[config.mk]
export PLATFORM = sky130hd
export DESIGN_NAME = isdu
export DESIGN_NICKNAME = d
export VERILOG_FILES = /design/src/rtl/lc3_pkg.sv /design/src/rtl/isdu.sv
export SDC_FILE = /design/constraint.sdc
export NUM_CORES = 1
export LEC_CHECK = 0
export BUFFER_PORTS_ARGS = -buffer_cell sky130_fd_sc_hd__clkbuf_2
export CORE_MARGIN = 5
export CORE_UTILIZATION = 47
export DETAILED_ROUTE_END_ITERATION = 8
export PLACE_DENSITY = 0.75
export SYNTH_ARGS = -nofsm -noshare
export SYNTH_HDL_FRONTEND = slang
export SYNTH_SLANG_ARGS = --single-unit
export TNS_END_PERCENT = 20
[constraint.sdc]
create_clock -name Clk -period 1.7 [get_ports Clk]
set_input_delay 0.085 -clock Clk [delete_from_list [all_inputs] [get_ports Clk]]
set_output_delay 0.085 -clock Clk [all_outputs]
set_load 0.02 [all_outputs]
[src/rtl/lc3_pkg.sv]
// ============================================================================
//  Module      : lc3_pkg
//  Description : Shared LC-3 definitions for the control unit and datapath:
//                opcode and controller state enumerations, plus the select
//                encodings for PCMUX, ADDR2MUX and ALUK.
//  Revision    : 1.0 - initial release
// ============================================================================
`default_nettype none

package lc3_pkg;

    // Opcodes (IR[15:12]) that the controller decodes
    typedef enum logic [3:0] {
        OP_BR  = 4'b0000,
        OP_ADD = 4'b0001,
        OP_JSR = 4'b0100,
        OP_AND = 4'b0101,
        OP_LDR = 4'b0110,
        OP_STR = 4'b0111,
        OP_NOT = 4'b1001,
        OP_JMP = 4'b1100,
        OP_PSE = 4'b1101
    } opcode_t;

    // Controller states
    typedef enum logic [4:0] {
        S_HALTED    = 5'd0,
        S_18        = 5'd1,
        S_33        = 5'd2,
        S_35        = 5'd3,
        S_32        = 5'd4,
        S_01        = 5'd5,
        S_05        = 5'd6,
        S_09        = 5'd7,
        S_00        = 5'd8,
        S_22        = 5'd9,
        S_12        = 5'd10,
        S_04        = 5'd11,
        S_21        = 5'd12,
        S_06        = 5'd13,
        S_25        = 5'd14,
        S_27        = 5'd15,
        S_07        = 5'd16,
        S_23        = 5'd17,
        S_16        = 5'd18,
        S_PAUSE_IR1 = 5'd19,
        S_PAUSE_IR2 = 5'd20
    } state_t;

    // PCMUX selects
    localparam logic [1:0] C_PCMUX_INC   = 2'd0;
    localparam logic [1:0] C_PCMUX_BUS   = 2'd1;
    localparam logic [1:0] C_PCMUX_ADDER = 2'd2;

    // ADDR2MUX selects
    localparam logic [1:0] C_ADDR2_ZERO  = 2'd0;
    localparam logic [1:0] C_ADDR2_OFF6  = 2'd1;
    localparam logic [1:0] C_ADDR2_OFF9  = 2'd2;
    localparam logic [1:0] C_ADDR2_OFF11 = 2'd3;

    // ALU operations
    localparam logic [1:0] C_ALUK_ADD    = 2'd0;
    localparam logic [1:0] C_ALUK_AND    = 2'd1;
    localparam logic [1:0] C_ALUK_NOT    = 2'd2;
    localparam logic [1:0] C_ALUK_PASSA  = 2'd3;

endpackage

`default_nettype wire

[src/rtl/isdu.sv]
// ============================================================================
//  Module      : isdu
//  Description : LC-3 instruction sequencer / decoder. Moore FSM that walks
//                fetch, decode and execute for ADD/AND/NOT/BR/JMP/JSR/LDR/STR
//                and a two-state pause, with an inline wait counter that
//                stretches SRAM read/write states to MEM_WAIT cycles.
//  Ports       : Clk, Reset (async, active-low), Run, Continue,
//                Opcode/IR_5/IR_11/BEN (decode inputs),
//                LD_* register loads, Gate* bus drivers, mux selects,
//                ALUK, and active-low SRAM strobes Mem_*.
//  Revision    : 1.0 - initial release
// ============================================================================
`default_nettype none

module isdu
    import lc3_pkg::*;
#(
    parameter int MEM_WAIT = 2
) (
    input  logic       Clk,
    input  logic       Reset,
    input  logic       Run,
    input  logic       Continue,
    input  logic [3:0] Opcode,
    input  logic       IR_5,
    input  logic       IR_11,
    input  logic       BEN,
    output logic       LD_MAR,
    output logic       LD_MDR,
    output logic       LD_IR,
    output logic       LD_BEN,
    output logic       LD_CC,
    output logic       LD_REG,
    output logic       LD_PC,
    output logic       LD_LED,
    output logic       GatePC,
    output logic       GateMDR,
    output logic       GateALU,
    output logic       GateMARMUX,
    output logic [1:0] PCMUX,
    output logic [1:0] ADDR2MUX,
    output logic       ADDR1MUX,
    output logic       DRMUX,
    output logic       SR1MUX,
    output logic       SR2MUX,
    output logic [1:0] ALUK,
    output logic       Mem_CE,
    output logic       Mem_UB,
    output logic       Mem_LB,
    output logic       Mem_OE,
    output logic       Mem_WE
);

    localparam logic [2:0] C_LAST = 3'(MEM_WAIT - 1);

    state_t     state;
    state_t     next_state;
    logic [2:0] wait_cnt;
    logic       led_done;   // set after the first cycle spent in PAUSE_IR1
    logic       wait_last;

    assign wait_last = (wait_cnt == C_LAST);

    // ------------------------------------------------------------------
    // State register, wait counter and pause-entry flag.
    // The counter is cleared on every state change, so each memory state
    // starts counting from 0, and it stops advancing on the last cycle
    // because that cycle always leaves the state.
    // ------------------------------------------------------------------
    always_ff @(posedge Clk or negedge Reset) begin
        if (!Reset) begin
            state    <= S_HALTED;
            wait_cnt <= 3'd0;
            led_done <= 1'b0;
        end else begin
            state <= next_state;
            if (next_state != state)
                wait_cnt <= 3'd0;
            else if (state == S_33 || state == S_25 || state == S_16)
                wait_cnt <= wait_cnt + 3'd1;
            led_done <= (state == S_PAUSE_IR1);
        end
    end

    // ------------------------------------------------------------------
    // Next-state logic
    // ------------------------------------------------------------------
    always_comb begin
        next_state = state;
        unique case (state)
            S_HALTED:    if (Run) next_state = S_18;
            S_18:        next_state = S_33;
            S_33:        if (wait_last) next_state = S_35;
            S_35:        next_state = S_32;
            S_32: begin
                case (Opcode)
                    OP_ADD:  next_state = S_01;
                    OP_AND:  next_state = S_05;
                    OP_NOT:  next_state = S_09;
                    OP_BR:   next_state = S_00;
                    OP_JMP:  next_state = S_12;
                    OP_JSR:  next_state = S_04;
                    OP_LDR:  next_state = S_06;
                    OP_STR:  next_state = S_07;
                    OP_PSE:  next_state = S_PAUSE_IR1;
                    default: next_state = S_18;   // unimplemented opcode: NOP
                endcase
            end
            S_01, S_05, S_09: next_state = S_18;
            S_00:        next_state = BEN ? S_22 : S_18;
            S_22:        next_state = S_18;
            S_12:        next_state = S_18;
            S_04:        next_state = S_21;
            S_21:        next_state = S_18;
            S_06:        next_state = S_25;
            S_25:        if (wait_last) next_state = S_27;
            S_27:        next_state = S_18;
            S_07:        next_state = S_23;
            S_23:        next_state = S_16;
            S_16:        if (wait_last) next_state = S_18;
            // Two pause states so one press of Continue resumes exactly once
            S_PAUSE_IR1: if (Continue) next_state = S_PAUSE_IR2;
            S_PAUSE_IR2: if (!Continue) next_state = S_18;
            default:     next_state = S_HALTED;
        endcase
    end

    // ------------------------------------------------------------------
    // Moore output decode
    // ------------------------------------------------------------------
    always_comb begin
        LD_MAR     = 1'b0;
        LD_MDR     = 1'b0;
        LD_IR      = 1'b0;
        LD_BEN     = 1'b0;
        LD_CC      = 1'b0;
        LD_REG     = 1'b0;
        LD_PC      = 1'b0;
        LD_LED     = 1'b0;
        GatePC     = 1'b0;
        GateMDR    = 1'b0;
        GateALU    = 1'b0;
        GateMARMUX = 1'b0;
        PCMUX      = C_PCMUX_INC;
        ADDR2MUX   = C_ADDR2_ZERO;
        ADDR1MUX   = 1'b0;
        DRMUX      = 1'b0;
        SR1MUX     = 1'b0;
        SR2MUX     = 1'b0;
        ALUK       = C_ALUK_ADD;
        Mem_CE     = 1'b0;
        Mem_UB     = 1'b0;
        Mem_LB     = 1'b0;
        Mem_OE     = 1'b1;
        Mem_WE     = 1'b1;
        unique case (state)
            S_18: begin
                GatePC = 1'b1;
                LD_MAR = 1'b1;
                PCMUX  = C_PCMUX_INC;
                LD_PC  = 1'b1;
            end
            S_33, S_25: begin
                Mem_OE = 1'b0;
                LD_MDR = wait_last;
            end
            S_35: begin
                GateMDR = 1'b1;
                LD_IR   = 1'b1;
            end
            S_32: LD_BEN = 1'b1;
            S_01, S_05, S_09: begin
                SR1MUX  = 1'b1;
                SR2MUX  = (state == S_09) ? 1'b0 : IR_5;
                ALUK    = (state == S_01) ? C_ALUK_ADD :
                          (state == S_05) ? C_ALUK_AND : C_ALUK_NOT;
                GateALU = 1'b1;
                LD_REG  = 1'b1;
                LD_CC   = 1'b1;
            end
            S_22: begin
                ADDR2MUX = C_ADDR2_OFF9;
                PCMUX    = C_PCMUX_ADDER;
                LD_PC    = 1'b1;
            end
            S_12: begin
                SR1MUX   = 1'b1;
                ADDR1MUX = 1'b1;
                PCMUX    = C_PCMUX_ADDER;
                LD_PC    = 1'b1;
            end
            S_04: begin
                GatePC = 1'b1;
                DRMUX  = 1'b1;
                LD_REG = 1'b1;
            end
            S_21: begin
                if (IR_11) begin
                    ADDR2MUX = C_ADDR2_OFF11;
                end else begin
                    ADDR1MUX = 1'b1;
                    SR1MUX   = 1'b1;
                end
                PCMUX = C_PCMUX_ADDER;
                LD_PC = 1'b1;
            end
            S_06, S_07: begin
                SR1MUX     = 1'b1;
                ADDR1MUX   = 1'b1;
                ADDR2MUX   = C_ADDR2_OFF6;
                GateMARMUX = 1'b1;
                LD_MAR     = 1'b1;
            end
            S_27: begin
                GateMDR = 1'b1;
                LD_REG  = 1'b1;
                LD_CC   = 1'b1;
            end
            S_23: begin
                ALUK    = C_ALUK_PASSA;
                GateALU = 1'b1;
                LD_MDR  = 1'b1;
            end
            S_16:        Mem_WE = 1'b0;
            S_PAUSE_IR1: LD_LED = !led_done;
            default: ;
        endcase
    end

endmodule

`default_nettype wire

After elaboration in Yosys (flattened, before gate mapping)
Memories as Yosys holds them, arrays and structs flattened.
Cells that the tools add are included.
Word-level totals
  register bits: 9
  output and inout bits: 27
  memory bits (read-only): 80
  word-level logic and storage cells: 82
  memories: 1
Memory list
  (name not given): depth 16, width 5, rd ports 1, clocked after Yosys merged registers in 0, write ports 0, line isdu.sv:96  | case (Opcode)
Cells by class
  reductions and logical operators: 19
  multiplexer cells: 36
  equal/unequal tests: 22
  add/sub/neg operators: 1
Operators by type and width (number)
  case mux 5 bit (15 select lines): 1
  equality test 5 x 4 -> 1 bit (second input constant): 8
  two-way mux 5 bit: 6
  equality test 5 bit (second input constant): 5
  equality test 5 x 3 -> 1 bit (second input constant): 4
  two-way mux 1 bit: 17
  OR reduction 3 bit: 4
  OR reduction 4 bit: 3
  equality test 5 x 2 -> 1 bit (second input constant): 2
  two-way mux 2 bit: 4
  OR reduction 2 bit: 4
  OR reduction 7 bit: 1
  two-way mux 3 bit: 2
  case mux 1 bit (2 select lines): 3
  case mux 2 bit (3 select lines): 1
  OR reduction 6 bit: 1
  equality test 5 x 1 -> 1 bit (second input constant): 1
  logical NOT 5 bit: 1
  inequality test 5 bit: 1
  OR reduction 5 bit: 1
  two-way mux 4 bit: 1
  case mux 2 bit (2 select lines): 1
  adder 3 x 1 -> 3 bit (second input constant): 1
  equality test 3 x 1 -> 1 bit (second input constant): 1
  3 further kinds: 4

Logic depth before layout (Yosys ltp)
Gate-level depths: netlist of run 1.
  depth in word-level cells: 5
  depth in mapped cells: 8
  depth with buffers taken out: 8

Worst setup path after synthesis of run 1
OpenSTA, ideal clock, no wires.
  path kind: reg2out
  from: reg state[2]
  to: out LD_REG
  path slack: -0.284 ns
  required time: 1.615 ns
  cell stages (with the launch flop): 6
  arrival: 1.899 ns
  cells stage by stage: dfrtp_1 buf_2 nor2b_1 clkbuf_1 a21boi_0 or2_2
Between the ends
  longest elaborated chain between the ends: 3
Ends and longest elaborated chain
  from (decl): line isdu.sv:56  | state_t state;
  from (signal assigned): line isdu.sv:76  | state <= next_state;
  equality test 5 x 3 -> 1 bit / equality test 5 x 4 -> 1 bit (equally long branches): line isdu.sv:156  | unique case (state)
  OR reduction 5 bit (no source line) (*)
  two-way mux 1 bit (*): line isdu.sv:156
  to (decl): line isdu.sv:33  | output logic LD_REG,
Mark *: on every way between the ends. The rest lies on a longest branch, timed or not.

Final worst setup path of run 1
  from: reg state[2]
  to: reg wait_cnt[1]
Between the ends
  longest elaborated chain between the ends: 5
Ends and longest elaborated chain
  equality test 5 x 3 -> 1 bit / equality test 5 x 4 -> 1 bit (equally long branches): line isdu.sv:90  | unique case (state)
  OR reduction 7 bit (no source line)
  case mux 5 bit (15 select lines) (*): line isdu.sv:90
  named net next_state[2]: line isdu.sv:57  | state_t next_state;
  inequality test 5 bit (*): line isdu.sv:77  | if (next_state != state)
  two-way mux 3 bit / nonzero test 2 bit (equally long branches)
  to (signal assigned): line isdu.sv:80  | wait_cnt <= wait_cnt + 3'd1;
  to (decl): line isdu.sv:58  | logic [2:0] wait_cnt;
Mark *: on every way through the listed nets, which the timed path passes. The rest lies on a longest branch.
A chain may end at the register's enable or synchronous reset.

==> run_results.csv, run 1 <==
group,metric,value,unit
run_status,status,"complete, but fails checks",
run_status,violations,"setup timing",
final_layout,drive_gt1_share,58.6,%
drt,routed_wl,7.28,mm
grt,grt_usage,24.3,%
drt,vias,2146,
sta,rsz0062_at_grt,"true",
sta,finalCritPeriodShare,130,%
synthesis,synth.distinct_cells,50,
final_layout,fin_util,88.1,%
placement,gp_congestion,0.987,
worst_hold_path,hold_path_class,"in2async",
sta,setup_viol,26,
synthesis,synth_edf_count,0,
cts,cts_tree,"done",
setup_path,endpoint_kind,"register",
final_layout,fin_nets,303,
setup_path,crit_slowest_cell,"dfrtp_2",
sta,finClkSkew,1.34,ps
synthesis,synth_async_sr_flop_share,100,%
setup_path,critPathKind,"reg2reg",
setup_path,arrival,2370,ps
final_layout,area_growth,82.7,%
synthesis,synth_area,0.00131,mm²
synthesis,yosys.area.top_type_share,17.2,%
floorplan,floorplan.die_area,0.00394,mm²
grt,grt_overflow_total,0,
synthesis,seq_area_frac_synth,17.2,%
pwr,vdd_ir_drop_max,1.53,mV
setup_path,cp_cell_sequence,"buf_6 > xnor2_2 > a2bb2oi_1 > o221ai_2 > xnor2_1 > nand4_1 > a2111oi_2",
drt,post_drt_wl_per_cell,23.0,µm
pwr,total_leakage_power,0.00117,µW
cts,htree_levels,1,
sta,setup_tns,-5820,ps
setup_path,crit_fanout,6,
cts,clockBufferDepth,2,
grt,first_global_vias,1753,
drt,routed_via_density,6.79,
final_layout,diodes,0,
cts,root_buffer,"clkbuf_4",
pwr,p_per_area,1770,mW/mm²
synthesis,yosysTopAreaCell,"dfrtp_1",
floorplan,num_rows,19,
setup_path,required,1860,ps
sta,finalHoldViolCount,0,
cts,clock_latency,280,ps
sta,setup_slack,-510,ps
synthesis,synthCells,189,
job,max-cap-violations,0,
synthesis,synth.yosys.warnings,0,
sta,fmax,453,MHz
drt,drt-pass1-iter-count,7,
grt,grt_first_pass_wirelength,7.90,mm
synthesis,synth.ff_latch_count,9,
drt,drc,0,
floorplan,die_w,62.7,µm
floorplan,start_util,48.2,%
cts,clk_pin_slew,70,ps
synthesis,synth.area.top_cells,"dfrtp_1 (17%), nand2_1 (6.9%), ha_1 (5.7%), nor2_1 (5.2%), a21oi_1 (5.0%)",
setup_path,cpPeakStageDelay,490,ps
floorplan,die_h,62.7,µm
synthesis,syn_area_per_cell,6.92,µm²
floorplan,core_area,0.00271,mm²
setup_path,cp-start-kind,"register",
grt,grt_max_degree,14,
drt,first_iter_violations,360,
cts,clock_sinks,9,
drt,ant_nets,0,
sta,slew_viol_final,0,
placement,hpwlAfterDp,3.20,mm
cts,cts_made_buffers,3,
grt,grt_antenna_before_repair,0,
floorplan,io_pins,38,
synthesis,synth_ff_type,"dfrtp_1",
placement,place.port_buffers,33,
sta,period_minus_slack,2210,ps
cells in the mapped netlist (2+ instances only):
master / n
a221o_1: 2
dfrtp_1: 9
buf_2: 7
a32oi_1: 3
clkbuf_1: 4
a211o_1: 2
nor4bb_1: 2
o21ai_1: 2
a21oi_1: 13
nor3_1: 7
nor2b_1: 8
o21ai_0: 11
buf_4: 4
nand2_1: 24
mux2i_1: 2
o211ai_1: 3
nand2b_1: 7
buf_1: 3
xnor2_1: 3
and3_1: 2
nand4_1: 3
nor2_1: 18
nor3b_2: 2
ha_1: 6
or2_2: 2
inv_1: 10
buf_6: 2
nand3_1: 4
xor2_1: 3
final timing paths:
| kind | startpoint | end | slack [ps] | cells past startpoint |
|---|---|---|---|---|
| max in group asynchronous | Reset | state[1] | 1270 | 2 |
| min | Reset | wait_cnt[1] | 210 | 2 |
| min reg2reg | wait_cnt[2] | wait_cnt[2] | 610 | 2 |
| max reg2reg | state[2] | wait_cnt[1] | -510 | 7 |
| max | state[2] | wait_cnt[1] | -510 | 7 |
| min in group Clk | Opcode[2] | state[4] | 300 | 4 |
sequential cells by signal, summed over array words and instances, names as in the netlist:
register / count
led_done: 1
state: 5
wait_cnt: 3
where the power goes:
part	leakage (µW)	switching (µW)	internal, µW
Combinational	0.00103	2000	1680
Sequential	0.000114	90.2	285
Clock	0.0000177	92.7	87.4
per-layer routing:
metal | global-route usage, % | up-vias | share of wire, %
met4 | 13.5 | 0 | 7.4
met1 | 29.6 | 981 | 35
met3 | 3.96 | 75 | 12
met2 | 40.3 | 236 | 46
met5 | 0 | - | 0
li1 | - | 854 | -
worst max-delay path: cells and delay by family, from the launching register on:
kind | cells | cell delay [ps]
xor gates and xnor gates | 2 | 430
buffers and inverters | 1 | 170
and+or+nand+nor | 1 | 200
AOI/OAI and AO/OA | 3 | 810
DFF | 1 | 490
area by class of cell:
class                           instances  area, µm²
Multi-Input combinational cell        153       1200
Timing Repair Buffer                  109        853
Fill cell                             123        322
Sequential cell                         9        231
Tap cell                               31       38.8
Inverter                               10       37.5
Clock buffer                            3       22.5
Clock inverter                          1       5.00
logic make-up after synthesis:
group	count (synthesis)	share of synthesized area, %
buf+inv	30	11.6
simple gates	85	33.9
mux	2	1.53
fa+ha+maj	6	5.74
compound gates	50	25.7
other cells	1	0.287
xor+xnor	6	4.02
flops	9	17.2
through the flow:
stage / total power (µW) / hold WS (ps) / worst slack (ps) / cells / cell area [µm²]
2_1_floorplan: 1750 / -211 / -104 / 192 / 1340
4_1_cts: 3250 / 211 / -248 / 304 / 2060
3_5_place_dp: 2720 / -42.4 / -409 / 288 / 1820
6_report: 4240 / 208 / -510 / 316 / 2390
3_3_place_gp: 2700 / -43.6 / -416 / 288 / 1820
5_1_grt: 4380 / 222 / -528 / 316 / 2390
cell usage in the layout, fill, tap and decap left out, types with 4 or more instances in the layout:
cell	instances
buf_4	68
nor2b_4	4
clkbuf_4	7
a21oi_2	5
nand3_1	4
o21ai_0	7
a21oi_1	7
buf_6	18
nor2_1	15
dfrtp_2	5
nand2_1	17
ha_1	6
conb_1	4
nand2_2	6
inv_1	8
dfrtp_1	4
clkbuf_2	14
nor2b_1	5
nand2b_1	4
what timing repair did:
item | 4_1_cts | 5_1_grt
cloned | 0 | 0
gates resized for setup | 39 | 75
pin swaps | 8 | 12
endpoints found under the setup margin | 26 | 26
buffers inserted | 11 | 12
endpoints found under the hold margin | 9 | 0
hold buffers | 1 | 0
(Power assumes the default switching activity.)
==> inputs of run 2 (changes only) <==
--- a/config.mk
+++ b/config.mk
@@ -10,6 +10,7 @@
 export CORE_UTILIZATION = 47
 export DETAILED_ROUTE_END_ITERATION = 8
 export PLACE_DENSITY = 0.75
+export REMOVE_ABC_BUFFERS = 1
 export SYNTH_ARGS = -nofsm -noshare
 export SYNTH_HDL_FRONTEND = slang
 export SYNTH_SLANG_ARGS = --single-unit
==> run 2 against run 1 <==
Effect of this change: critical endpoint is now wait_cnt[2]; core utilization is 3.9 points higher; global-route usage is 5.1 points higher; first-iteration DRC count is 14% lower; worst hold slack better by 9.8 ps; via count is 0.61% lower; clock power is 12% higher; routed wire length is 5.2% higher; the flow still finishes with violations (setup timing); sequential cell count stayed put; highest routed layer unchanged.
==> run_results.csv, run 2 (synthesis gave the netlist of run 1 again) <==
group,metric,value,unit
setup_path,cp_cell_sequence,"nor4bb_4 > buf_4 > o21ai_1 > o21ai_1 > a211o_1 > nand4_1 > buf_4 > nor3_4",
setup_path,critPathCapture,"wait_cnt[2]",
placement,gp_congestion,0.912,
drt,first_iter_violations,310,
setup_path,r2r_slack,-500,ps
sta,setup_viol,26,
cts,cts_made_buffers,3,
final_layout,nFillCells,107,
final_layout,diodes,0,
drt,vias,2133,
drt,drt-pass1-iter-count,7,
job,max-cap-violations,0,
sta,hold-worst-slack,218,ps
grt,grt_usage,29.5,%
final_layout,drive_gt1_share,58.4,%
floorplan,io_pins,38,
setup_path,crit_slowest_cell,"dfrtp_2",
run_status,status,"complete, but fails checks",
setup_path,critPathKind,"reg2reg",
pwr,vdd_ir_drop_max,1.52,mV
sta,fmax,454,MHz
floorplan,num_rows,19,
final_layout,fin_nets,311,
setup_path,arrival,2420,ps
drt,routed_via_density,6.58,
sta,setup_slack,-504,ps
sta,slew_viol_final,0,
placement,dp_cells,295,
setup_path,r2r-start,"state[0]",
setup_path,cp-start-kind,"register",
setup_path,crit_fanout,6,
grt,grt_overflow_total,0,
worst_hold_path,hold_path_class,"in2async",
setup_path,rr_endpoint,"wait_cnt[2]",
pwr,p_per_area,1780,mW/mm²
final_layout,largestRegisters,"state (5), wait_cnt (3), led_done (1)",
run_status,violations,"setup timing",
cts,htree_levels,1,
drt,routed_wl,7.65,mm
cts,clk_pin_slew,80,ps
grt,grt_antenna_before_repair,0,
pwr,total_leakage_power,0.00120,µW
final_layout,mostFrequentLayoutCell,"buf_4",
placement,placed_area,0.00188,mm²
cts,root_buffer,"clkbuf_4",
final_layout,largest_reg_flops,5,
cts,cts_tree,"done",
drt,drc,0,
sta,finalCritPeriodShare,130,%
floorplan,die_h,62.7,µm
sta,period_minus_slack,2200,ps
drt,post_drt_wl_per_cell,23.6,µm
grt,first_global_vias,1954,
final_layout,stdcell_area,0.00249,mm²
final_layout,largest_register,"state",
final_layout,mostFrequentLayoutCells,"buf_4 (78), buf_6 (19), nand2_1 (18)",
sta,finClkSkew,3.76,ps
floorplan,floorplan.die_area,0.00394,mm²
setup_path,rr_worst_depth,8,
final_layout,final_cell_count_no_fill,324,
placement,hpwlAfterDp,3.60,mm
cts,clockBufferDepth,2,
setup_path,startpoint,"state[0]",
floorplan,core_area,0.00271,mm²
final_layout,area_growth,90.8,%
setup_path,required,1910,ps
placement,place.port_buffers,33,
floorplan,die_w,62.7,µm
cts,clock_latency,290,ps
sta,finalHoldViolCount,0,
setup_path,cpPeakStageDelay,490,ps
sta,rsz0062_at_grt,"true",
cts,clock_sinks,9,
setup_path,endpoint_kind,"register",
floorplan,start_util,48.2,%
grt,grt_max_degree,11,
grt,grt_first_pass_wirelength,9.32,mm
drt,ant_nets,0,
==> run 2: what timing repair did <==
action / CTS / global route
pin swaps: 11 / 11
setup buffers: 18 / 7
resized for setup: 51 / 76
hold buffers: 1 / 0
hold endpoints to repair: 9 / 0
setup endpoints to repair: 25 / 29
==> run 2: area by class of cell <==
| class | instances | area, µm² | share of cell area (%) |
|---|---|---|---|
| Tap cell | 31 | 38.8 | 1.55 |
| Clock buffer | 4 | 26.3 | 1.05 |
| Multi-Input combinational cell | 153 | 1210 | 48.5 |
| Inverter | 10 | 37.5 | 1.50 |
| Timing Repair Buffer | 117 | 951 | 38.1 |
| Sequential cell | 9 | 230 | 9.23 |
==> run 2: worst min-delay path by stage <==
stage | endpoint | startpoint | slack, ps | cells past startpoint
2_1_floorplan | led_done | Reset | -210 | 0
3_3_place_gp | state[4] | Reset | -30 | 1
3_5_place_dp | state[4] | Reset | -30 | 1
4_1_cts | state[4] | Reset | 230 | 2
5_1_grt | wait_cnt[0] | Reset | 250 | 2
6_report | state[4] | Reset | 220 | 2
==> run 2: stage by stage <==
stage	setup WS, ps	util [%]	power, µW	TNS, ps
3_5_place_dp	-369	69.3	2750	-1550
4_1_cts	-209	82.2	3560	-2160
2_1_floorplan	-441	-	1610	-2550
3_3_place_gp	-321	69.3	2700	-1260
6_report	-504	92.1	4440	-5200
5_1_grt	-547	92.1	4620	-6230
==> run 2: routing by layer <==
metal  track usage [%]  up-vias  wire, µm
met3              5.76       77       776
met4              15.6        0       695
met5                 0        -         0
met1              30.5      995      2670
li1                  -      876         -
met2              54.8      185      3520
==> run 2: worst max-delay path: cells and delay by family (launching register included) <==
family | cells | cell delay (ps)
AOI/OAI and AO/OA | 3 | 490
buffers and inverters | 2 | 400
DFF | 1 | 490
and+or+nand+nor | 3 | 750
==> run 2: power breakdown <==
group          internal (µW)  switching [µW]
Combinational           1810            2020
Clock                   91.4             110
Sequential               283             127
Total                   2180            2250
